**src/rtl/level_counter_ctrl_pkg.sv**
```systemverilog
`default_nettype none
// ============================================================================
// Module   : level_counter_ctrl_pkg
// Brief    : Shared widths, defaults and step decode for the level counter.
// Revision : 1.0 - initial release
// ============================================================================
package level_counter_ctrl_pkg;

  localparam int LEVEL_W                 = 3;
  localparam int LEVEL_MAX_DEFAULT       = 4;        // decoder accepts 0..4
  localparam int DEBOUNCE_CYCLES_DEFAULT = 250000;   // 10 ms @ 25 MHz
  localparam int REPEAT_CYCLES_DEFAULT   = 12500000; // 0.5 s @ 25 MHz

  localparam int BTN_UP = 0;
  localparam int BTN_DN = 1;

  typedef enum logic [1:0] {
    STEP_NONE = 2'd0,
    STEP_INC  = 2'd1,
    STEP_DEC  = 2'd2
  } step_e;

  // Simultaneous requests cancel; saturated requests are dropped.
  function automatic step_e decode_step(input logic up, input logic dn,
                                        input logic at_top, input logic at_bottom);
    step_e s;
    s = STEP_NONE;
    if (up && !dn && !at_top)
      s = STEP_INC;
    else if (dn && !up && !at_bottom)
      s = STEP_DEC;
    return s;
  endfunction

endpackage
`default_nettype wire

```
**src/rtl/level_counter_ctrl_btn_debounce.sv**
```systemverilog
`default_nettype none
// ============================================================================
// Module   : btn_debounce
// Brief    : 2-FF synchronizer, counting debouncer and registered press pulse.
// Revision : 1.0 - initial release
// ============================================================================
module btn_debounce
  import level_counter_ctrl_pkg::*;
#(
  parameter int DEBOUNCE_CYCLES = DEBOUNCE_CYCLES_DEFAULT
) (
  input  logic clk,
  input  logic rst,
  input  logic btn_i,
  output logic level,
  output logic press
);

  localparam int             CNT_W    = (DEBOUNCE_CYCLES > 1) ? $clog2(DEBOUNCE_CYCLES) : 1;
  localparam logic [CNT_W-1:0] CNT_LAST = CNT_W'(DEBOUNCE_CYCLES - 1);

  logic             r_sync1;
  logic             r_sync2;
  logic             r_level;
  logic             r_press;
  logic [CNT_W-1:0] r_cnt;

  always_ff @(posedge clk) begin
    if (rst) begin
      r_sync1 <= 1'b0;
      r_sync2 <= 1'b0;
      r_level <= 1'b0;
      r_press <= 1'b0;
      r_cnt   <= '0;
    end else begin
      r_sync1 <= btn_i;
      r_sync2 <= r_sync1;
      r_press <= 1'b0;
      // Any sample agreeing with the accepted level restarts the qualification window.
      if (r_sync2 == r_level) begin
        r_cnt <= '0;
      end else if (r_cnt == CNT_LAST) begin
        r_cnt   <= '0;
        r_level <= r_sync2;
        r_press <= r_sync2;
      end else begin
        r_cnt <= r_cnt + 1'b1;
      end
    end
  end

  assign level = r_level;
  assign press = r_press;

endmodule
`default_nettype wire

```
**src/rtl/level_counter_ctrl.sv**
```systemverilog
`default_nettype none
// ============================================================================
// Module   : level_counter_ctrl
// Brief    : Two debounced push-buttons step a saturating 0..MAX_VAL level.
//            Optional auto-repeat on held buttons: LEVEL_CTR_AUTO_REPEAT_EN.
// Revision : 1.0 - initial release
// ============================================================================
module level_counter_ctrl
  import level_counter_ctrl_pkg::*;
#(
  parameter int DEBOUNCE_CYCLES = DEBOUNCE_CYCLES_DEFAULT,
  parameter int MAX_VAL         = LEVEL_MAX_DEFAULT,      // must be <= 7
  parameter int REPEAT_CYCLES   = REPEAT_CYCLES_DEFAULT
) (
  input  logic               clk,
  input  logic               rst,
  input  logic               btn_up_i,
  input  logic               btn_dn_i,
  output logic [LEVEL_W-1:0] val,
  output logic               at_max,
  output logic               at_min,
  output logic               step_o
);

  localparam logic [LEVEL_W-1:0] LEVEL_TOP = LEVEL_W'(MAX_VAL);

  logic [1:0]         w_level;
  logic [1:0]         w_press;
  logic [1:0]         w_req;
  step_e              w_step;
  logic [LEVEL_W-1:0] r_val;
  logic               r_at_max;
  logic               r_at_min;
  logic               r_step;

  btn_debounce #(.DEBOUNCE_CYCLES(DEBOUNCE_CYCLES)) u_db_up (
    .clk   (clk),
    .rst   (rst),
    .btn_i (btn_up_i),
    .level (w_level[BTN_UP]),
    .press (w_press[BTN_UP])
  );

  btn_debounce #(.DEBOUNCE_CYCLES(DEBOUNCE_CYCLES)) u_db_dn (
    .clk   (clk),
    .rst   (rst),
    .btn_i (btn_dn_i),
    .level (w_level[BTN_DN]),
    .press (w_press[BTN_DN])
  );

`ifdef LEVEL_CTR_AUTO_REPEAT_EN
  localparam int               RPT_W    = (REPEAT_CYCLES > 1) ? $clog2(REPEAT_CYCLES) : 1;
  localparam logic [RPT_W-1:0] RPT_LAST = RPT_W'(REPEAT_CYCLES - 1);

  for (genvar gi = 0; gi < 2; gi++) begin : g_rpt
    logic [RPT_W-1:0] r_rpt_cnt;
    logic             r_rpt_pulse;

    // Timer starts the cycle after the level rises, so the first repeat
    // lands REPEAT_CYCLES after the initial press step.
    always_ff @(posedge clk) begin
      if (rst || !w_level[gi]) begin
        r_rpt_cnt   <= '0;
        r_rpt_pulse <= 1'b0;
      end else if (r_rpt_cnt == RPT_LAST) begin
        r_rpt_cnt   <= '0;
        r_rpt_pulse <= 1'b1;
      end else begin
        r_rpt_cnt   <= r_rpt_cnt + 1'b1;
        r_rpt_pulse <= 1'b0;
      end
    end

    assign w_req[gi] = w_press[gi] | r_rpt_pulse;
  end
`else
  logic w_unused_rpt;
  assign w_req        = w_press;
  assign w_unused_rpt = ^{w_level, (REPEAT_CYCLES > 0)};
`endif

  always_comb begin
    w_step = STEP_NONE;
    w_step = decode_step(w_req[BTN_UP], w_req[BTN_DN], r_val == LEVEL_TOP, r_val == '0);
  end

  always_ff @(posedge clk) begin
    if (rst) begin
      r_val    <= '0;
      r_at_max <= 1'b0;
      r_at_min <= 1'b1;
      r_step   <= 1'b0;
    end else begin
      r_step <= 1'b0;
      case (w_step)
        STEP_INC: begin
          r_val    <= r_val + 1'b1;
          r_at_max <= (r_val + 1'b1) == LEVEL_TOP;
          r_at_min <= 1'b0;
          r_step   <= 1'b1;
        end
        STEP_DEC: begin
          r_val    <= r_val - 1'b1;
          r_at_max <= 1'b0;
          r_at_min <= r_val == LEVEL_W'(1);
          r_step   <= 1'b1;
        end
        default: ;
      endcase
    end
  end

  assign val    = r_val;
  assign at_max = r_at_max;
  assign at_min = r_at_min;
  assign step_o = r_step;

endmodule
`default_nettype wire

```
**config.mk**
```make
export PLATFORM = sky130hd
export DESIGN_NAME = level_counter_ctrl
export DESIGN_NICKNAME = d
export VERILOG_FILES = /design/src/rtl/level_counter_ctrl_pkg.sv /design/src/rtl/level_counter_ctrl_btn_debounce.sv /design/src/rtl/level_counter_ctrl.sv
export SDC_FILE = /design/constraint.sdc
export NUM_CORES = 1
export LEC_CHECK = 0
export ABC_AREA = 1
export CAP_MARGIN = 20
export CORE_MARGIN = 4
export CORE_UTILIZATION = 45
export DETAILED_ROUTE_END_ITERATION = 10
export PLACE_DENSITY = 0.59
export SYNTH_ARGS = -nofsm -noshare
export SYNTH_HDL_FRONTEND = slang
export SYNTH_HIERARCHICAL = 1
export SYNTH_SLANG_ARGS = --single-unit
```
**constraint.sdc**
```tcl
create_clock -name clk -period 2.2 [get_ports clk]
set_clock_uncertainty 0.15 [all_clocks]
set_input_delay 0.22 -clock clk [delete_from_list [all_inputs] [get_ports clk]]
set_output_delay 0.22 -clock clk [all_outputs]
set_load 0.1 [all_outputs]
```
After elaboration in Yosys (flattened, before gate mapping) --
Index checks and enable logic that the tools add are counted.
Cells by class: bitwise logic cells 4, mux-type cells 6, eq/ne operators 9, reduce and logical (&&, ||, !) cells 17, $add $sub $neg 4
Operator list (count):
- $add 18x1->18 const B | 2
- $eq 18x18->1 const B | 2
- $reduce_or 3->1 | 4
- $eq 3x3->1 const B | 2
- $pmux 3 s2 | 1
- $logic_and 1x1->1 | 4
- $logic_not 1->1 | 4
- $mux 2 | 2
- $not 1->1 | 4
- $pmux 1 s2 | 2
- $reduce_and 2->1 | 2
- $add 3x1->3 const B | 1
- $eq 3x1->1 const B | 1
- $logic_not 3->1 | 1
- $sub 3x1->3 const B | 1
- $eq 1x1->1 | 2
- $eq 2x1->1 const B | 1
- $eq 2x2->1 const B | 1
- $reduce_bool 2->1 | 1
- $reduce_or 2->1 | 1
- $mux 1 | 1
Word-level totals: logic and storage cells 54, output and inout bits 6, register bits after elaboration 50, bits of input ports 4

Logic depth before layout (Yosys ltp) --
depth in word-level cells 8, depth in mapped cells 9, depth with buffers taken out 8

By module --
Netlist, hierarchy kept.
By module, submodules not included:
- btn_debounce | seq. area each 440.4 um^2, instances 2, cells each 148, area each 1081.0 um^2
- level_counter_ctrl | seq. area each 120.1 um^2, instances 1, cells each 52, area each 392.9 um^2

Worst setup path after synthesis --
Ideal clock, no wire load.
path type register -> register, from register r_val[0], in the netlist val[0], to register r_at_min, in the netlist at_min, arrival time 1998 ps, required time 1926 ps, path buffers 0, clock period less this slack 2271 ps, setup slack -71 ps, cell stages (with the launch flop) 9, setup time 124 ps, path through dfxtp_1 inv_1 ha_1 nand2_1 nand3_2 nand2_2 inv_2 nand2_1 nand3_1
Between the ends: cells in the longest elaborated chain, start to end 7, elaborated cells between the ends (all ways) 13, those cells by class 4 x eq/ne; 3 x mux; 6 x reduce/logical
Ends and longest elaborated chain:
- from (decl) | line level_counter_ctrl.sv:31 | logic [LEVEL_W-1:0] r_val;
- from (signal assigned) | line level_counter_ctrl.sv:98 | r_val <= r_val + 1'b1;
- from (signal assigned) | line level_counter_ctrl.sv:104 | r_val <= r_val - 1'b1;
- $logic_not 3->1 | line level_counter_ctrl.sv:85 | w_step = decode_step(w_req[BTN_UP], w_req[BTN_DN], r_val == LEVEL_TOP, r_val == '0);
- $logic_not 1->1 | line level_counter_ctrl_pkg.sv:30 | else if (dn && !up && !at_bottom)
- $logic_and 1x1->1 | line level_counter_ctrl_pkg.sv:30
- $mux 2 | line level_counter_ctrl_pkg.sv:30
- $mux 2 | line level_counter_ctrl_pkg.sv:28 | if (up && !dn && !at_top)
- $eq 2x2->1 / $eq 2x1->1 (equally long branches) | line level_counter_ctrl.sv:96 | case (w_step)
- $pmux 1 s2 / $reduce_bool 2->1 (equally long branches)
- to (signal assigned) | line level_counter_ctrl.sv:92 | r_at_min <= 1'b1;
- to (signal assigned) | line level_counter_ctrl.sv:100 | r_at_min <= 1'b0;
- to (signal assigned) | line level_counter_ctrl.sv:106 | r_at_min <= r_val == LEVEL_W'(1);
- to (decl) | line level_counter_ctrl.sv:33 | logic r_at_min;
Parallel ways exist; a longest one is shown, timed or not. A chain may end at the register's enable or synchronous reset.

Worst setup path in the final report --
from register u_db_up.r_cnt[0], to register u_db_up.r_cnt[15]
Between the ends: cells in the longest elaborated chain, start to end 2, elaborated cells between the ends (all ways) 3, those cells by class 1 x add/sub; 1 x eq/ne; 1 x reduce/logical
Ends and longest elaborated chain:
- from (decl) | line level_counter_ctrl_btn_debounce.sv:26 | logic [CNT_W-1:0] r_cnt;
- from (signal assigned) | line level_counter_ctrl_btn_debounce.sv:47 | r_cnt <= r_cnt + 1'b1;
- branches (longest 2 deep; another with $add 18x1->18)
Parallel ways; which one is timed is not known.

==> reports/summary.md <==
The flow ran to the end, and the final reports show no timing, DRC or antenna violations. In this run the vertical extent of the chip is 83.4 µm. Once layout is done, the placed cells without fillers occupy 0.00278 mm².

Before antenna repair, the detailed router went through 4 iterations. Adding up every negative setup slack in the final design gives 0 ns. Across all layers, the routed design uses 2,005 vias. Compared with the post-synthesis result, the final layout area differs by 8.62%. The die covers 0.00695 mm². The run gives 4.37 mm as the wire length after detailed routing. The max-slew violation count is 0. STA classifies the critical path endpoint as a flop. The run gives 0.00551 mm² as the core outline area. The required time of the critical path is 2.25 ns, and the final number of hold-violating endpoints is 0. Setup violations remaining at the end of the flow were counted as 0. TritonCTS built the clock tree. Global routing finished with a remaining overflow of 0. The first global-routing pass estimated 7.93 mm of wire. The run gives 359 as the synthesized net count. The number of instances in the synthesized netlist was 348; the number of inserted filler cells in the final layout was 574. The wire-length estimate of the detail-placed layout is 3.30 mm. Dividing the detail-routed wire length by the instance count gives 10.0 µm. Via count of the first global-routing pass: 1,945. IR analysis of the VDD net gives a maximum drop of 0.270 mV. Dividing total power by cell area gives a power density of 538 mW/mm². The shortest clock period the worst path allows after layout works out to 1.71 ns. Clock latency on the worst-skew pair, taken at its later pin, is 0.31 ns. The data arrival time of the critical path is 1.76 ns. During I/O placement, the number of pins put on the boundary was 10.

The number of buffers added on ports is 9, and the total track usage is 0.136. Relative slew slack: 0.776. The min-delay analysis places its worst path in the category flop to flop.

The number of enable flip-flop cells after synthesis works out to 0. Once detail routing completed, the nets flagged for antenna violations numbered 0. The setup path with the least slack is of type flop to flop.

At the pin with the least slew margin, the transition time is 0.335 ns. The average cell area after synthesis came out at 7.34 µm². For this run, the leading register cell type out of synthesis is dfxtp_1.

Setup repair after global routing left no endpoint under its margin. In this run the worst path has a maximum fanout of 18. After the last flow step, the layout net total stands at 373. Yosys mapped the design onto 21 distinct sky130hd cell types. The weighted congestion reported at the end of routability-driven placement was 0.780. After synthesis the netlist holds a flip-flop and latch count of 50.

The detailed-route DRC error count is 0. Library cell used as clock root buffer: clkbuf_8. The fraction of the cycle the final worst path needs is 0.776, and the count of hold buffers inserted by post-cts repair is 0. The fraction of layout instances using a drive strength above 1 works out to 0.160. The final core utilization was 0.504. In this run, placement finished with an instance count of 427.

STA classifies the critical path startpoint as a flop. The logs give 0.392 for the sequential area share after synthesis and 586 MHz for the highest clock frequency the design can meet. The floorplan die width works out to 83.4 µm.

In the post-synthesis netlist, the biggest area contributors are dfxtp_1 (39%), nand2_1 (12%), nor2_1 (9.1%), nor2_2 (5.9%), inv_1 (5.7%). The number of setup buffers added after CTS is 0. For the number of warnings issued by yosys, the log shows 6. In this run, post-CTS repair resized a total of 0 instances.

In this run the static leakage power is 0.000981 µW. After floorplanning, the core was divided into 27 placement rows. The post-synthesis async set-or-reset flop share is 0. The clock drives 50 sinks. The H-tree depth is 2, and the maximum clock insertion buffer count is 2.

The biggest area contributor in the post-synthesis netlist is dfxtp_1. The tools report the number of buffers created by CTS as 5. For the number of antenna violations at the first check in global routing, the log shows 0.

Clock-pin slew reported for the worst setup and hold paths after clock tree synthesis: 0.10 ns. Most frequent cell after synthesis: nand2_1. By count the netlist is led by nand2_1 (79), nor2_1 (62), dfxtp_1 (50), inv_1 (39), nor2_2 (24). Across the run, the number of max-cap violations was 0. The logs give 19 for the largest net degree at the start of global routing and 0.00268 mm² for the cell area reported after detailed placement.

Number of design-rule violations left by the first detailed-router iteration: 46. The finished layout holds 435 standard cells, fillers aside. For the post-synthesis instance area, the log shows 0.00255 mm².

Dividing the detail-routed via count by the number of cells gives 4.61. The fraction of post-synthesis cell area in the top cell type by area was 0.392. The initial core utilization came out at 0.464. 0 antenna diodes ended up in the layout.
## logic make-up after synthesis
group	Yosys count	synth area share
AOI/OAI and AO/OA	11	0.0215
xor gates and xnor gates	25	0.0857
adders and majority gates	7	0.0343
buffers and inverters	43	0.0759
DFF	50	0.392
and+or+nand+nor	212	0.391
## worst paths after layout
check                                       from                 to  slack, ns  cells after the start
worst max-delay path            u_db_up/r_cnt[0]  u_db_up/r_cnt[15]       0.49                      8
worst min-delay path             u_db_dn/r_sync1    u_db_dn/r_sync2       0.26                      2
worst max register to register  u_db_up/r_cnt[0]  u_db_up/r_cnt[15]       0.49                      8
worst min register to register   u_db_dn/r_sync1    u_db_dn/r_sync2       0.26                      2
## cell type report
type / instances / area [µm²] / share of cell area
clock inverters: 3 / 25.0 / 0.00902
multi-input cells: 255 / 1360 / 0.490
inverters: 41 / 154 / 0.0555
well taps: 72 / 90.1 / 0.0325
flip-flops and latches: 50 / 1000 / 0.361
repair buffers: 9 / 75.1 / 0.0271
clock buffers: 5 / 68.8 / 0.0248
## through the flow
step                      total power (µW)  worst slack (ns)  hold slack (ns)
after floorplan                        953           0.00455            0.141
after global placement                 961             0.518            0.246
after detailed placement               961             0.467            0.250
after CTS                             1530             0.466            0.259
after global routing                  1570             0.314            0.266
final                                 1490             0.493            0.263
## layout by cell type (no fill, tap or decap)
master           count
buf_4                6
nand2_2              7
and2_1               2
dfxtp_1             49
clkdlybuf4s50_1      3
inv_2                2
a21oi_1             11
dfxtp_2              1
or2_2                2
clkinvlp_4           1
nor3b_1              2
clkinv_4             1
nand4_1              3
nand2_1             79
nor2_4               3
xnor2_1              9
clkbuf_8             5
inv_6                1
nand3_2              1
nor2_2              24
nand2_4              2
inv_1               39
xor2_1              16
nand3_1             23
ha_1                 7
nor2_1              62
nand3_4              2
## critical path, cell delays in order (launching register included)
cell	delay, ns
dfxtp_1	0.42
ha_1	0.26
nand2_2	0.09
nor2_4	0.11
nand2_2	0.08
nor2_2	0.11
nand2_2	0.08
nand3_4	0.22
nor2_1	0.09
## power by group
part / internal [µW] / total [µW] / switching [µW]
clock: 230 / 555 / 325
combinational: 9.80 / 27.3 / 17.5
sequential: 909 / 912 / 2.83
total: 1150 / 1490 / 346
## layer usage
metal | global-route usage | wire length, µm | vias to the layer above
met3 | 0.0377 | 148 | 7
met4 | 0.0475 | 70 | 0
li1 | - | - | 1086
met5 | 0 | 0 | -
met2 | 0.234 | 2050 | 20
met1 | 0.163 | 2100 | 892
(Power assumes the default switching activity.)
==> edit (same settings) <==
`DEBOUNCE_CYCLES_DEFAULT`: 250000 -> 500000.
--- a/src/rtl/level_counter_ctrl_pkg.sv
+++ b/src/rtl/level_counter_ctrl_pkg.sv
@@ -9,5 +9,5 @@
   localparam int LEVEL_W                 = 3;
   localparam int LEVEL_MAX_DEFAULT       = 4;        // decoder accepts 0..4
-  localparam int DEBOUNCE_CYCLES_DEFAULT = 250000;   // 10 ms @ 25 MHz
+  localparam int DEBOUNCE_CYCLES_DEFAULT = 500000;   // 10 ms @ 25 MHz
   localparam int REPEAT_CYCLES_DEFAULT   = 12500000; // 0.5 s @ 25 MHz
 
Function: same outputs for any inputs over 10 cycles, from zero or initial values and one cycle with rst high; that may be too few to reach the edited logic, so the function may still have changed.
==> edit against the original RTL <==
  * Total power is 10% higher
  * Hold slack lost 0.0047 ns
  * Routed wire length grew 5.5%
  * Sequential cell count increased by 2
  * Global-route usage is essentially flat
  * Combinational power rose by 2%
  * Design area rose by 6.9%
  * Area after synthesis rose by 6.6%
  * Critical endpoint is now u_db_up/r_cnt[7]
  * Setup slack gained 0.042 ns
  * Sequential power is 3.9% higher
==> edit: results <==
export IMPL_crit_fanout=19
export IMPL_drt_iter0_drcs=132
export IMPL_final_fill_count=580
export IMPL_post_drt_wl_per_cell_microns=10.4
export IMPL_clock_area_share_pct=3.88
export IMPL_wirelength_met1_mm=2.46
export IMPL_synth_cell_type_count=22
export IMPL_post_synth_cell_area_avg_sq_um=7.69
export IMPL_yosys_area_share_adder_pct=3.22
export IMPL_groute_layer_met1_usage_pct=18.4
export IMPL_multiInputGateArea_sq_um=1510
export IMPL_multi_input_gates=265
export IMPL_synth_compound_gate_area_share_pct=3.13
export IMPL_yosys_area_share_xor_xnor_pct=7.40
export IMPL_postSynth_asyncResetShare_pct=0
export IMPL_detailed_place_hpwl_mm=3.40
export IMPL_placed_cell_area_sq_um=2850
export IMPL_synth_area_top_cells="sky130_fd_sc_hd__dfxtp_1, sky130_fd_sc_hd__nand2_1, sky130_fd_sc_hd__nor2_2"
export IMPL_fraction_of_the_yosys_area_taken_by_sequential_cells_pct=38.2
export IMPL_route_met3_wl_microns=147
export IMPL_clock_sink_count=52
export IMPL_outcome="complete, no violations"
export IMPL_max_vdd_ir_drop_uv=276
export IMPL_num_nonclk_inverters=35
export IMPL_dp_slack_ns=0.502
export IMPL_nets=379
export IMPL_worst_endpoint_data_arrival_time_ns=1.74
export IMPL_dpl_cell_count=436
export IMPL_layout_drive_gt1_share_pct=23.3
export IMPL_grt_pass1_wl_mm=8.22
export IMPL_power_leakage_uw=0.00101
export IMPL_routed_wl_met2_mm=1.96
export IMPL_cp_slowest_stage_delay_ns=0.35
export IMPL_ys_top_cells_by_count="sky130_fd_sc_hd__nand2_1, sky130_fd_sc_hd__dfxtp_1, sky130_fd_sc_hd__nor2_1"
export IMPL_grt_pass1_vias=1927
export IMPL_groute_usage_overall_pct=13.7
export IMPL_grt_use_met2_pct=21.6
export IMPL_post_drt_via_cell_ratio=4.57
export IMPL_pwr_density_cell_nw_per_um2=555
export IMPL_buf_share_pct=2.53
export IMPL_worst_slew_pin_transition_ns=0.324
export IMPL_groute_layer_met3_usage_pct=3.46
[edit: changes by cell type in the layout (fill, tap and decap cells not counted), sizes merged]
| cell | change |
|---|---|
| or2 | +6 |
| nand3 | +10 |
| dfxtp | +2 |
| xor2 | -2 |
| nor2 | -2 |
| bufinv | +1 |
| inv | -6 |
| o21bai | +2 |
| nor3b | -2 |
| and2 | -2 |
| clkinv | -1 |
[edit: power by group]
group          internal, uW  switching, uW
clock network           343            329
logic                  9.73           18.2
registers               945           2.61
total                  1300            350
[edit: final timing paths]
check	start	endpoint	slack (ns)	depth (start not counted)
setup / recovery	u_db_up/r_cnt[0]	u_db_up/r_cnt[7]	0.53	6
hold / removal	u_db_up/r_sync1	u_db_up/r_sync2	0.26	2
setup reg to reg	u_db_up/r_cnt[0]	u_db_up/r_cnt[7]	0.53	6
hold reg to reg	u_db_up/r_sync1	u_db_up/r_sync2	0.26	2
